===== src/rtl/fft_frame_arbiter.sv =====
// Round-robin frame arbiter sharing one pipelined FFT core between N_CH streams; tags each frame with its channel.
// Optional per-channel completed-frame counters when FFT_ARB_STATS_EN is defined.
module fft_frame_arbiter #(
    parameter int IN_W    = 20,
    parameter int FFT_LEN = 256,
    parameter int N_CH    = 4,
    parameter int TAG_D   = 4,
    localparam int CW     = $clog2(N_CH)
) (
    input  logic                 clk,
    input  logic                 i_rst_n,
    input  logic                 i_init,
    input  logic [N_CH-1:0]      i_req_vld,
    input  logic [N_CH*IN_W-1:0] i_req_I,
    input  logic [N_CH*IN_W-1:0] i_req_Q,
    output logic [N_CH-1:0]      o_req_rdy,
    output logic                 o_fft_init,
    output logic                 o_fft_vld,
    output logic [IN_W-1:0]      o_fft_I,
    output logic [IN_W-1:0]      o_fft_Q,
    input  logic                 i_fft_vld,
    input  logic                 i_fft_new_fft,
    output logic [CW-1:0]        o_ch_id,
    output logic                 o_tag_vld,
    output logic                 o_busy,
    output logic                 o_tag_err_strb
`ifdef FFT_ARB_STATS_EN
    ,output logic [N_CH*16-1:0]  o_frame_cnt
`endif
);

    localparam int CNTW = $clog2(FFT_LEN);
    localparam int PW   = $clog2(TAG_D);

    typedef enum logic {IDLE, STREAM} state_t;

    state_t            state;
    logic [CW-1:0]     grant;
    logic [CW-1:0]     last_grant;
    logic [CNTW-1:0]   count;
    logic [CW-1:0]     tag_mem [TAG_D];
    logic [PW-1:0]     wr_ptr;
    logic [PW-1:0]     rd_ptr;
    logic [PW:0]       occ;

    logic [CW-1:0]     pick;
    logic              pick_vld;
    int                idx;
    logic              full, empty, push, pop, hs, last_beat;

    // Round-robin scan starting just after the last completed grant.
    always_comb begin
        pick     = '0;
        pick_vld = 1'b0;
        idx      = 0;
        for (int i = 1; i <= N_CH; i++) begin
            idx = int'(last_grant) + i;
            if (idx >= N_CH) idx = idx - N_CH;
            if (!pick_vld && i_req_vld[idx[CW-1:0]]) begin
                pick     = idx[CW-1:0];
                pick_vld = 1'b1;
            end
        end
    end

    // Handshake: a beat moves on any cycle where i_req_vld[c] and o_req_rdy[c] are both high;
    // ready is raised only for the granted channel while streaming and never waits on valid.
    always_comb begin
        o_req_rdy = '0;
        if (state == STREAM && !i_init) o_req_rdy[grant] = 1'b1;
    end

    assign hs        = |(i_req_vld & o_req_rdy);
    assign last_beat = hs && (count == CNTW'(FFT_LEN - 1));
    assign full      = (occ == (PW+1)'(TAG_D));
    assign empty     = (occ == '0);
    assign push      = (state == IDLE) && !full && pick_vld;
    assign pop       = i_fft_vld && i_fft_new_fft && !empty;
    assign o_busy    = (state == STREAM);

    always_ff @(posedge clk) begin
        if (push && !i_init) tag_mem[wr_ptr] <= pick;
    end

    always_ff @(posedge clk or negedge i_rst_n) begin
        if (!i_rst_n) begin
            state          <= IDLE;
            grant          <= '0;
            last_grant     <= CW'(N_CH - 1);
            count          <= '0;
            wr_ptr         <= '0;
            rd_ptr         <= '0;
            occ            <= '0;
            o_fft_init     <= 1'b1;
            o_fft_vld      <= 1'b0;
            o_fft_I        <= '0;
            o_fft_Q        <= '0;
            o_ch_id        <= '0;
            o_tag_vld      <= 1'b0;
            o_tag_err_strb <= 1'b0;
        end else begin
            o_fft_init <= i_init;
            if (i_init) begin
                // Abandon any partial frame and its tag; last grant restarts the rotation.
                state          <= IDLE;
                grant          <= '0;
                last_grant     <= CW'(N_CH - 1);
                count          <= '0;
                wr_ptr         <= '0;
                rd_ptr         <= '0;
                occ            <= '0;
                o_fft_vld      <= 1'b0;
                o_fft_I        <= '0;
                o_fft_Q        <= '0;
                o_ch_id        <= '0;
                o_tag_vld      <= 1'b0;
                o_tag_err_strb <= 1'b0;
            end else begin
                o_fft_vld <= hs;
                if (hs) begin
                    o_fft_I <= i_req_I[int'(grant)*IN_W +: IN_W];
                    o_fft_Q <= i_req_Q[int'(grant)*IN_W +: IN_W];
                end
                case (state)
                    IDLE: begin
                        if (push) begin
                            grant <= pick;
                            state <= STREAM;
                        end
                    end
                    STREAM: begin
                        if (last_beat) begin
                            count      <= '0;
                            last_grant <= grant;
                            state      <= IDLE;
                        end else if (hs) begin
                            count <= count + 1'b1;
                        end
                    end
                    default: state <= IDLE;
                endcase
                if (push) wr_ptr <= wr_ptr + 1'b1;
                if (pop) begin
                    o_ch_id   <= tag_mem[rd_ptr];
                    o_tag_vld <= 1'b1;
                    rd_ptr    <= rd_ptr + 1'b1;
                end
                o_tag_err_strb <= i_fft_vld && i_fft_new_fft && empty;
                case ({push, pop})
                    2'b10:   occ <= occ + 1'b1;
                    2'b01:   occ <= occ - 1'b1;
                    default: occ <= occ;
                endcase
            end
        end
    end

`ifdef FFT_ARB_STATS_EN
    logic [15:0] frame_cnt [N_CH];

    always_ff @(posedge clk or negedge i_rst_n) begin
        if (!i_rst_n) begin
            for (int c = 0; c < N_CH; c++) frame_cnt[c] <= '0;
        end else if (i_init) begin
            for (int c = 0; c < N_CH; c++) frame_cnt[c] <= '0;
        end else if (last_beat && frame_cnt[grant] != 16'hFFFF) begin
            frame_cnt[grant] <= frame_cnt[grant] + 16'd1;
        end
    end

    for (genvar c = 0; c < N_CH; c++) begin : g_cnt
        assign o_frame_cnt[c*16 +: 16] = frame_cnt[c];
    end
`endif

endmodule


===== config.mk =====
export PLATFORM = sky130hd
export DESIGN_NAME = fft_frame_arbiter
export DESIGN_NICKNAME = d
export VERILOG_FILES = /design/src/rtl/fft_frame_arbiter.sv
export SDC_FILE = /design/constraint.sdc
export NUM_CORES = 1
export LEC_CHECK = 0
export ABC_AREA = 1
export CAP_MARGIN = 20
export CORE_MARGIN = 2
export CORE_UTILIZATION = 40
export DETAILED_ROUTE_END_ITERATION = 7
export HOLD_SLACK_MARGIN = 0.03
export PLACE_DENSITY_LB_ADDON = 0.12
export SYNTH_ARGS = -nofsm -noshare
export SYNTH_HDL_FRONTEND = slang
export SYNTH_SLANG_ARGS = --single-unit
export TNS_END_PERCENT = 1

===== constraint.sdc =====
create_clock -name clk -period 2.42 [get_ports clk]
set_input_delay 0.363 -clock clk [delete_from_list [all_inputs] [get_ports clk]]
set_output_delay 0.363 -clock clk [all_outputs]
set_load 0.05 [all_outputs]

### Yosys cells after proc, flatten, opt, wreduce, memory -nomap -nowiden

Memory sizes are Yosys's and may differ from the RTL's.
Cells that the tools add are included.

| storage, ports and cells | value |
|---|---|
| register bits | 66 |
| bits in latches | 0 |
| RAM bits | 8 |
| ROM bits | 0 |
| input port bits | 169 |
| word-level logic and storage cells | 133 |
| memories | 1 |

| cells by class | value |
|---|---|
| $add $sub $neg | 13 |
| multipliers | 1 |
| divide/modulo/power cells | 0 |
| magnitude comparators | 10 |
| eq/ne operators | 5 |
| shift operators | 2 |
| muxes and demuxes | 55 |
| bitwise operators | 2 |
| reductions and logical operators | 30 |

Memories:

| memory | depth | width | rd ports | clocked after Yosys merged registers in | write ports | RTL line | text |
|---|---|---|---|---|---|---|---|
| tag_mem | 4 | 2 | 1 | 0 | 1 | 41 | `logic [CW-1:0] tag_mem [TAG_D];` |

Operator list:

| cell | count |
|---|---|
| 20-bit two-way mux | 4 |
| 80-bit by 32-bit variable part select with 20-bit output | 1 |
| 80-bit by 8-bit variable part select with 20-bit output | 1 |
| 2-bit two-way mux | 20 |
| 8-bit two-way mux | 4 |
| 1-bit two-way mux | 18 |
| 2-bit by 3-bit less-than comparator with 1-bit output (second input constant) | 5 |
| 1-bit logical AND | 12 |
| 2-bit nonzero test | 5 |
| 3-bit >= comparator (second input constant) | 3 |
| 8-bit by 1-bit adder with 8-bit output (second input constant) | 1 |
| 1-bit binary-select mux with 2-bit select | 4 |
| 8-bit equality test (second input constant) | 1 |
| 2-bit by 1-bit subtractor with 2-bit output (second input constant) | 4 |
| 2-bit by 2-bit adder with 3-bit output (second input constant) | 2 |
| 1-bit zero test | 6 |
| 3-bit one-hot mux with 2 select lines | 1 |
| 2-bit AND reduction | 3 |
| 3-bit nonzero test | 2 |
| 2-bit by 3-bit multiplier with 5-bit output (second input constant) | 1 |
| 2-bit by 1-bit adder with 2-bit output (second input constant) | 2 |
| 2-bit by 3-bit adder with 4-bit output (second input constant) | 1 |
| 4-bit AND | 1 |
| 4-bit by 3-bit >= comparator with 1-bit output (second input constant) | 1 |
| 15 further kinds | 15 |

### Longest topological paths before layout

Gate-level depths: netlist of run 1.

| logic depth | value |
|---|---|
| depth after elaboration | 19 |
| mapped depth | 17 |
| gate-level depth less buffers | 17 |

### Least setup slack after synthesis of run 1

Ideal clock, no wire load.

| path | value |
|---|---|
| kind | register to output |
| start | register state (netlist: o_busy) |
| end | output port o_req_rdy[0] |
| arrival time | 2.098 ns |
| required time | 2.057 ns |
| slack | -0.041 ns |
| stages on the path, launching flop included | 5 |
| buffers on the path | 0 |
| path through | dfrtp_1 inv_1 nor2_1 inv_1 nor3_1 |

| on the way | value |
|---|---|
| word-level cells in the longest chain between the ends | 2 |

RTL lines:

| item | RTL line | text |
|---|---|---|
| from (decl) | 37 | `state_t state;` |
| from (signal assigned) | 87 | `state <= IDLE;` |
| from (signal assigned) | 105 | `state <= IDLE;` |
| from (signal assigned) | 128 | `state <= STREAM;` |
| 1-bit logical AND | 70 | `if (state == STREAM && !i_init) o_req_rdy[grant] = 1'b1;` |
| 4-bit two-way mux | 70 |  |
| to (decl) | 16 | `output logic [N_CH-1:0] o_req_rdy,` |

Every way passes these cells.

### Worst setup path after layout of run 1

| path | value |
|---|---|
| start | register last_grant[0] |
| end | register occ[2] |

| on the way | value |
|---|---|
| word-level cells in the longest chain between the ends | 19 |

RTL lines:

| item | RTL line | text |
|---|---|---|
| from (decl) | 39 | `logic [CW-1:0] last_grant;` |
| from (signal assigned) | 89 | `last_grant <= CW'(N_CH - 1);` |
| from (signal assigned) | 107 | `last_grant <= CW'(N_CH - 1);` |
| from (signal assigned) | 134 | `last_grant <= grant;` |
| 2-bit by 1-bit adder with 3-bit output | 57 | `idx = int'(last_grant) + i;` |
| 3-bit >= comparator / 2-bit by 1-bit subtractor with 2-bit output (equally long branches) | 58 | `if (idx >= N_CH) idx = idx - N_CH;` |
| 2-bit two-way mux | 58 |  |
| 1-bit binary-select mux with 2-bit select | 59 | `if (!pick_vld && i_req_vld[idx[CW-1:0]]) begin` |
| 1-bit two-way mux (implied by the code) | 59 |  |
| 1-bit two-way mux | 59 |  |
| 1-bit zero test | 59 |  |
| 1-bit logical AND | 59 |  |
| [3 not listed] | - |  |
| 1-bit two-way mux | 59 |  |
| 1-bit zero test | 59 |  |
| 1-bit logical AND | 59 |  |
| 1-bit two-way mux * | 59 |  |
| 1-bit logical AND * | 77 | `assign push = (state == IDLE) && !full && pick_vld;` |
| 2-bit by 1-bit equality test with 1-bit output / 2-bit equality test (equally long branches) | 149 | `case ({push, pop})` |
| 3-bit one-hot mux with 2 select lines | 149 |  |
| 3-bit two-way mux | 103 | `if (i_init) begin` |
| to (signal assigned) | 150 | `2'b10: occ <= occ + 1'b1;` |
| to (signal assigned) | 151 | `2'b01: occ <= occ - 1'b1;` |
| to (decl) | 44 | `logic [PW:0] occ;` |

Mark *: on every way between the ends. The rest lies on a longest branch, timed or not. The select of a mux whose other input is x is not followed.
A chain may end at the register's enable or synchronous reset.

==> impl_metrics.toml, run 1 <==
[global_routing]
grt_pass1_wl_um = 22700
track_usage_pct = 25.3
grt_pass1_vias = 4622
antenna_found_initial = 0
grt_start_max_net_pins = 43
grt.overflow.total = 0

[placement]
gp_congestion = 0.858
io_buffers = 219
pre_cts_ws_ns = -0.190
place.detailed.hpwl_um = 11300

[routing]
route.detailed.drc = 0
viasPerCell = 5.16
drt-initial-drc-count = 209
vias = 4646
drt-total-wl_um = 14200
antenna_left = 0
dr.pass1.iters = 5
post_drt_wl_per_cell_um = 15.8

[synth]
synth_cells = 541
yosys_warnings = 0
synth-seq-area-share_pct = 44.5
synth_nets = 716
synth_top_cell_by_area = "dfrtp_1"
synth_seq_cells = 74
synth_enable_flop_cells = 8
mappedNetlistArea_mm2 = 0.00426
synthArstFlopShare_pct = 89.2
synth_top_area_share_pct = 37.0
ys.flop_type = "dfrtp_1"
ys_types = 37
syn_avg_cell_area_um2 = 7.88
synth_area_leaders = "dfrtp_1, nand2_1, a221oi_1, edfxtp_1, a21oi_1"

[layout]
postLayoutCoreUtil_pct = 67.1
drive_gt1_share_pct = 10.2
final_nets = 935
diodes = 0
area_growth_pct = 62.5

[setup_path]
cp_max_fo = 4
r2r_start = "last_grant[0]"
cp.arrival_ns = 2.50
reg2reg_depth = 17
required_ns = 2.66
r2r-end = "occ[2]"
criticalPathCategory = "register to register"
crit_path_start_kind = "register"
r2r_setup_slack_ns = 0.16
cp-end-kind = "register"

[clock_tree]
cts_tree = "yes"
clockRootBuffer = "clkbuf_8"
postCtsHoldBufs = 0
clkTransAtPathRegs_ns = 0.09
cts_max_level = 3
cts_buffers = 9
cts.path.max_buffers = 2
clock_latency_ns = 0.36
cts_sinks = 74

[die]
die_area_mm2 = 0.0115
die_h_um = 107
initial_core_util_pct = 41.3
dieWidth_um = 107
row_count = 37
io_pins = 220
coreArea_mm2 = 0.0103

[min_path]
hp-class = "input pin to asynchronous set/reset pin"

[power]
comb_power_share_pct = 57.8
leakage_uw = 0.00295
pwr-share-seq_pct = 27.4
fin_total_pwr_uw = 6740
ir_drop_v = 0.000553
p_sw_uw = 3180
clkPwrFrac_pct = 14.9
p_sw_share_pct = 47.2
internal-power_uw = 3560
p_per_area_mw_per_mm2 = 974

[timing]
finalHoldViolations = 0
fin_crit_sh_pct = 93.4
hold_slack_ns = 0.0780
fmax_mhz = 442
worst_slack_ns = 0.160
drv_slew = 0
tightest_slew_ns = 0.747
fin_crit_ns = 2.26
skew_ns = 0.0117
fin_setup_tns_ns = 0
rsz0062_at_grt = "false"
setup_viol = 0
worst_slew_margin_rel_pct = 50.2

[status]
status = "complete, no violations"

[run]
cap_violations = 0
## worst max-delay path by stage
stage	start	end	slack, ns	cells after the start
5_1_grt	last_grant[1]	occ[2]	0.009	16
3_3_place_gp	i_req_vld[3]	occ[2]	-0.09	17
4_1_cts	last_grant[0]	occ[2]	0.04	16
6_report	last_grant[0]	occ[2]	0.16	17
2_1_floorplan	o_busy	o_req_rdy[0]	-0.04	4
3_5_place_dp	i_req_vld[3]	occ[2]	-0.19	17
## state kept, by name, summed over array words and instances (netlist names)
signal / cells
last_grant: 2
o_ch_id: 2
count: 8
rd_ptr: 2
o_fft_init: 1
o_busy: 1
tag_mem: 8
o_fft_vld: 1
occ: 3
o_fft_Q: 20
grant: 2
o_fft_I: 20
o_tag_err_strb: 1
o_tag_vld: 1
wr_ptr: 2
## cell families (layout without fill, tap and decap cells)
logic type	after synthesis	in the layout	share of synthesized area, %
XOR/XNOR	1	1	0.205
adder cells (fa/ha/maj)	6	6	1.94
AO/OA/AOI/OAI	154	154	22.4
flip-flops	74	74	44.5
AND/OR/NAND/NOR	241	241	24.8
buffers and inverters	65	289	6.22
## cells in the mapped netlist, drive strengths merged (2+ instances only)
library cell / count
clkbuf: 21
nand4: 2
o22ai: 2
nand2: 180
edfxtp: 8
dfrtp: 63
o21a: 2
nand3: 18
a221oi: 40
a21oi: 46
nor2: 34
dfstp: 3
nor3: 6
inv: 33
ha: 5
buf: 11
o21ai: 60
## area by class of cell
type / instances / area, µm²
fillers: 881 / 3400
flip-flops and latches: 74 / 1900
well taps: 136 / 170
clock buffers: 10 / 138
inverters: 33 / 124
clock inverters: 6 / 71.3
multi-input cells: 402 / 2120
repair buffers: 240 / 2410
## power groups by stage
stage	sequential (µW)	combinational (µW)	clock [µW]
2_1_floorplan	2700	1590	0
3_3_place_gp	1850	3860	0
6_report	1850	3900	1000
5_1_grt	1890	4210	1080
4_1_cts	1850	3910	1020
3_5_place_dp	1870	3890	0
## worst max-delay path, stage by stage, from the launching register on
cell,delay [ns]
dfstp_2,0.56
buf_4,0.13
nand2_1,0.06
nand2_2,0.11
nand2_2,0.08
nand2_4,0.09
nor2_8,0.04
nand3_4,0.07
nand2_4,0.06
nand2_4,0.06
inv_1,0.05
fa_2,0.38
xnor2_2,0.19
inv_1,0.06
nand2_1,0.07
nand2_1,0.04
nand2_1,0.05
nand2_1,0.04
## per-layer routing
layer | wire, µm | up-vias | GRT usage [%]
li1 | - | 2286 | -
met1 | 5580 | 2166 | 29.0
met2 | 7420 | 174 | 45.6
met3 | 902 | 20 | 7.29
met4 | 305 | 0 | 7.33
met5 | 0 | - | 0
## placed cells by master (no fill, tap or decap), drive strengths merged
cell type | synthesis | layout
a211oi | 1 | 1
a21oi | 46 | 46
a221oi | 40 | 40
a22o | 1 | 1
a31oi | 1 | 1
buf | 11 | 26
bufinv | 0 | 1
clkbuf | 21 | 10
clkdlybuf4s50 | 0 | 214
clkinv | 0 | 1
dfrtp | 63 | 63
dfstp | 3 | 3
edfxtp | 8 | 8
fa | 1 | 1
ha | 5 | 5
inv | 33 | 37
nand2 | 180 | 180
nand3 | 18 | 18
nand4 | 2 | 2
nor2 | 34 | 34
nor3 | 6 | 6
nor3b | 1 | 1
o21a | 2 | 2
o21ai | 60 | 60
o21bai | 1 | 1
o22ai | 2 | 2
xnor2 | 1 | 1
## per-stage QoR
step / instance area, µm² / std cells
2_1_floorplan: 4260 / 541
3_3_place_gp: 6690 / 883
3_5_place_dp: 6690 / 883
4_1_cts: 6900 / 899
5_1_grt: 6930 / 901
6_report: 6930 / 901
## timing repair
item / in CTS / in global routing
endpoints found under the setup margin: 0 / 1
setup buffers: 0 / 2
resized for setup: 0 / 2
Power figures use the tool's default switching activity.
==> inputs of run 2 (changes only) <==
--- a/config.mk
+++ b/config.mk
@@ -12,3 +12,3 @@
 export DETAILED_ROUTE_END_ITERATION = 7
-export HOLD_SLACK_MARGIN = 0.03
+export HOLD_SLACK_MARGIN = 0.02
 export PLACE_DENSITY_LB_ADDON = 0.12
--- a/constraint.sdc
+++ b/constraint.sdc
@@ -3,2 +3,2 @@
 set_output_delay 0.363 -clock clk [all_outputs]
-set_load 0.05 [all_outputs]
+set_load 0.005 [all_outputs]
==> run 2 against run 1 <==
Compared with the run above:
- critical path depth decreased by 1
- clock power about the same
- highest routed layer unchanged
- critical endpoint unchanged
- non-clock buffer count increased by 1
- via count increased by 1.4%
- global-route usage increased by 0.43 points
- largest power group unchanged
- first-iteration DRC count decreased by 20%
- wire length increased by 1.5%
- clock skew decreased by 0.0022 ns
- critical path type unchanged
- clock-buffer cell count increased by 2
==> impl_metrics.toml, run 2 (synthesized netlist as in run 1, its figures left out) <==
[status]
status = "complete, no violations"

[setup_path]
max_stage_delay_ns = 0.61
cp_max_fo = 9
cp.arrival_ns = 2.57
criticalPathCategory = "register to register"
reg2reg_depth = 16
r2r_start = "last_grant[0]"
required_ns = 2.66
cp-end-kind = "register"
r2r-end = "occ[2]"
r2r_setup_slack_ns = 0.09
crit_path_start_kind = "register"
crit_chain = "inv_2, nand2_2, nand3_1, nand2_2, nor2_8, nand3_4, nand2_4, nand2_4, inv_1, fa_1, xnor2_1, inv_1, nand2_1, nand2_1, nand2_1, nand2_1"
cp_common_cell = "nand2_1"
critPathSlowestCell = "dfstp_2"

[power]
ir_drop_v = 0.000378
fin_total_pwr_uw = 5820
p_sw_share_pct = 38.4
p_per_area_mw_per_mm2 = 846
comb_power_share_pct = 50.8
clkPwrFrac_pct = 17.5
internal-power_uw = 3590
p_sw_uw = 2240
pwr-share-seq_pct = 31.7
leakage_uw = 0.00294

[layout]
reg_top3 = "o_fft_I: 20 flops, o_fft_Q: 20 flops"
multi_input_area_mm2 = 0.00211
fill_cells = 862
drive_gt1_share_pct = 9.40
area_growth_pct = 61.5
finalInstanceArea_mm2 = 0.00688
postLayoutCoreUtil_pct = 66.7
final_common_cell = "clkdlybuf4s50_1"
fin_cells = 902
layout_common_cells = "clkdlybuf4s50_1, nand2_1, dfrtp_1"
final_nets = 936
diodes = 0
seqCellArea_mm2 = 0.00190

[timing]
setup_viol = 0
tightest_slew_ns = 0.500
fin_crit_sh_pct = 96.4
worst_slew_margin_rel_pct = 66.7
skew_ns = 0.00951
finalHoldViolations = 0
fin_crit_ns = 2.33
fmax_mhz = 429
drv_slew = 0
rsz0062_at_grt = "true"

[global_routing]
grt_pass1_wl_um = 23200
grt_pass1_vias = 4785
grt_start_max_net_pins = 41
track_usage_pct = 25.8
grt.overflow.total = 0
antenna_found_initial = 0

[clock_tree]
cts_buffers = 9
cts_tree = "yes"
post_cts_buffers = 0
clkTransAtPathRegs_ns = 0.08
cts.path.max_buffers = 2
clockRootBuffer = "clkbuf_8"
cts_sinks = 74
cts_max_level = 3
clock_latency_ns = 0.34

[routing]
dr.pass1.iters = 4
drt-initial-drc-count = 167
viasPerCell = 5.22
post_drt_wl_per_cell_um = 16.0
route.detailed.drc = 0
vias = 4711
antenna_left = 0
drt-total-wl_um = 14400

[placement]
io_buffers = 219
dp.cells = 885
place_area_mm2 = 0.00666
gp_congestion = 0.883
place.detailed.hpwl_um = 11200

[die]
io_pins = 220
dieWidth_um = 107
coreArea_mm2 = 0.0103
die_h_um = 107
die_area_mm2 = 0.0115
row_count = 37
initial_core_util_pct = 41.3

[min_path]
hp-class = "register to register"
hold_path_end = "o_fft_Q[8]"
hold-path-cell-count = 2
hold_start = "o_fft_Q[8]"

[run]
cap_violations = 0
-- run 2: layer usage --
layer,global-route usage (%),routed length [µm]
met1,30.1,5800
met2,45.9,7340
met3,5.53,818
met4,10.0,452
met5,0,0
-- run 2: final cells by class --
cell class | count | share of cell area, %
Multi-Input combinational cell | 402 | 30.7
Sequential cell | 74 | 27.5
Tap cell | 136 | 2.47
Timing Repair Buffer | 241 | 34.4
Clock inverter | 4 | 0.709
Inverter | 33 | 1.80
Clock buffer | 12 | 2.42
-- run 2: how the worst max path moves through the flow --
stage	from	end	slack, ns
after global placement	i_req_vld[3]	occ[2]	-0.05
after detailed placement	i_req_vld[3]	occ[2]	-0.1
after floorplan	last_grant[0]	occ[2]	0.24
after global routing	last_grant[0]	occ[2]	-0.06
final	last_grant[0]	occ[2]	0.09
after CTS	o_busy	o_req_rdy[2]	0.03
-- run 2: critical path: cells and delay by family, from the launching register on --
kind	cells	cell delay, ns
and+or+nand+nor	11	0.81
DFF	1	0.61
adders and majority gates	1	0.37
buffers and inverters	3	0.23
xor gates and xnor gates	1	0.22
-- run 2: power by group through the flow --
stage	clock, µW	combinational, µW	sequential, µW
2_1_floorplan	0	1560	1840
3_3_place_gp	0	2920	1850
3_5_place_dp	0	2960	1870
4_1_cts	1040	2980	1850
5_1_grt	1100	3250	1900
6_report	1020	2960	1850
-- run 2: what timing repair did --
action                     CTS  global route
gates resized for setup      0             1
hold buffers                 1             0
hold endpoints to repair    19             0
setup endpoints to repair    0             4
-- run 2: per-stage QoR --
stage	TNS (ns)	setup slack, ns	hold slack (ns)
final	0	0.0869	0.489
after global routing	-0.0558	-0.0558	0.510
after CTS	0	0.0327	0.490
after detailed placement	-0.0972	-0.0972	0.357
after global placement	-0.0484	-0.0484	0.352
after floorplan	0	0.244	0.0674
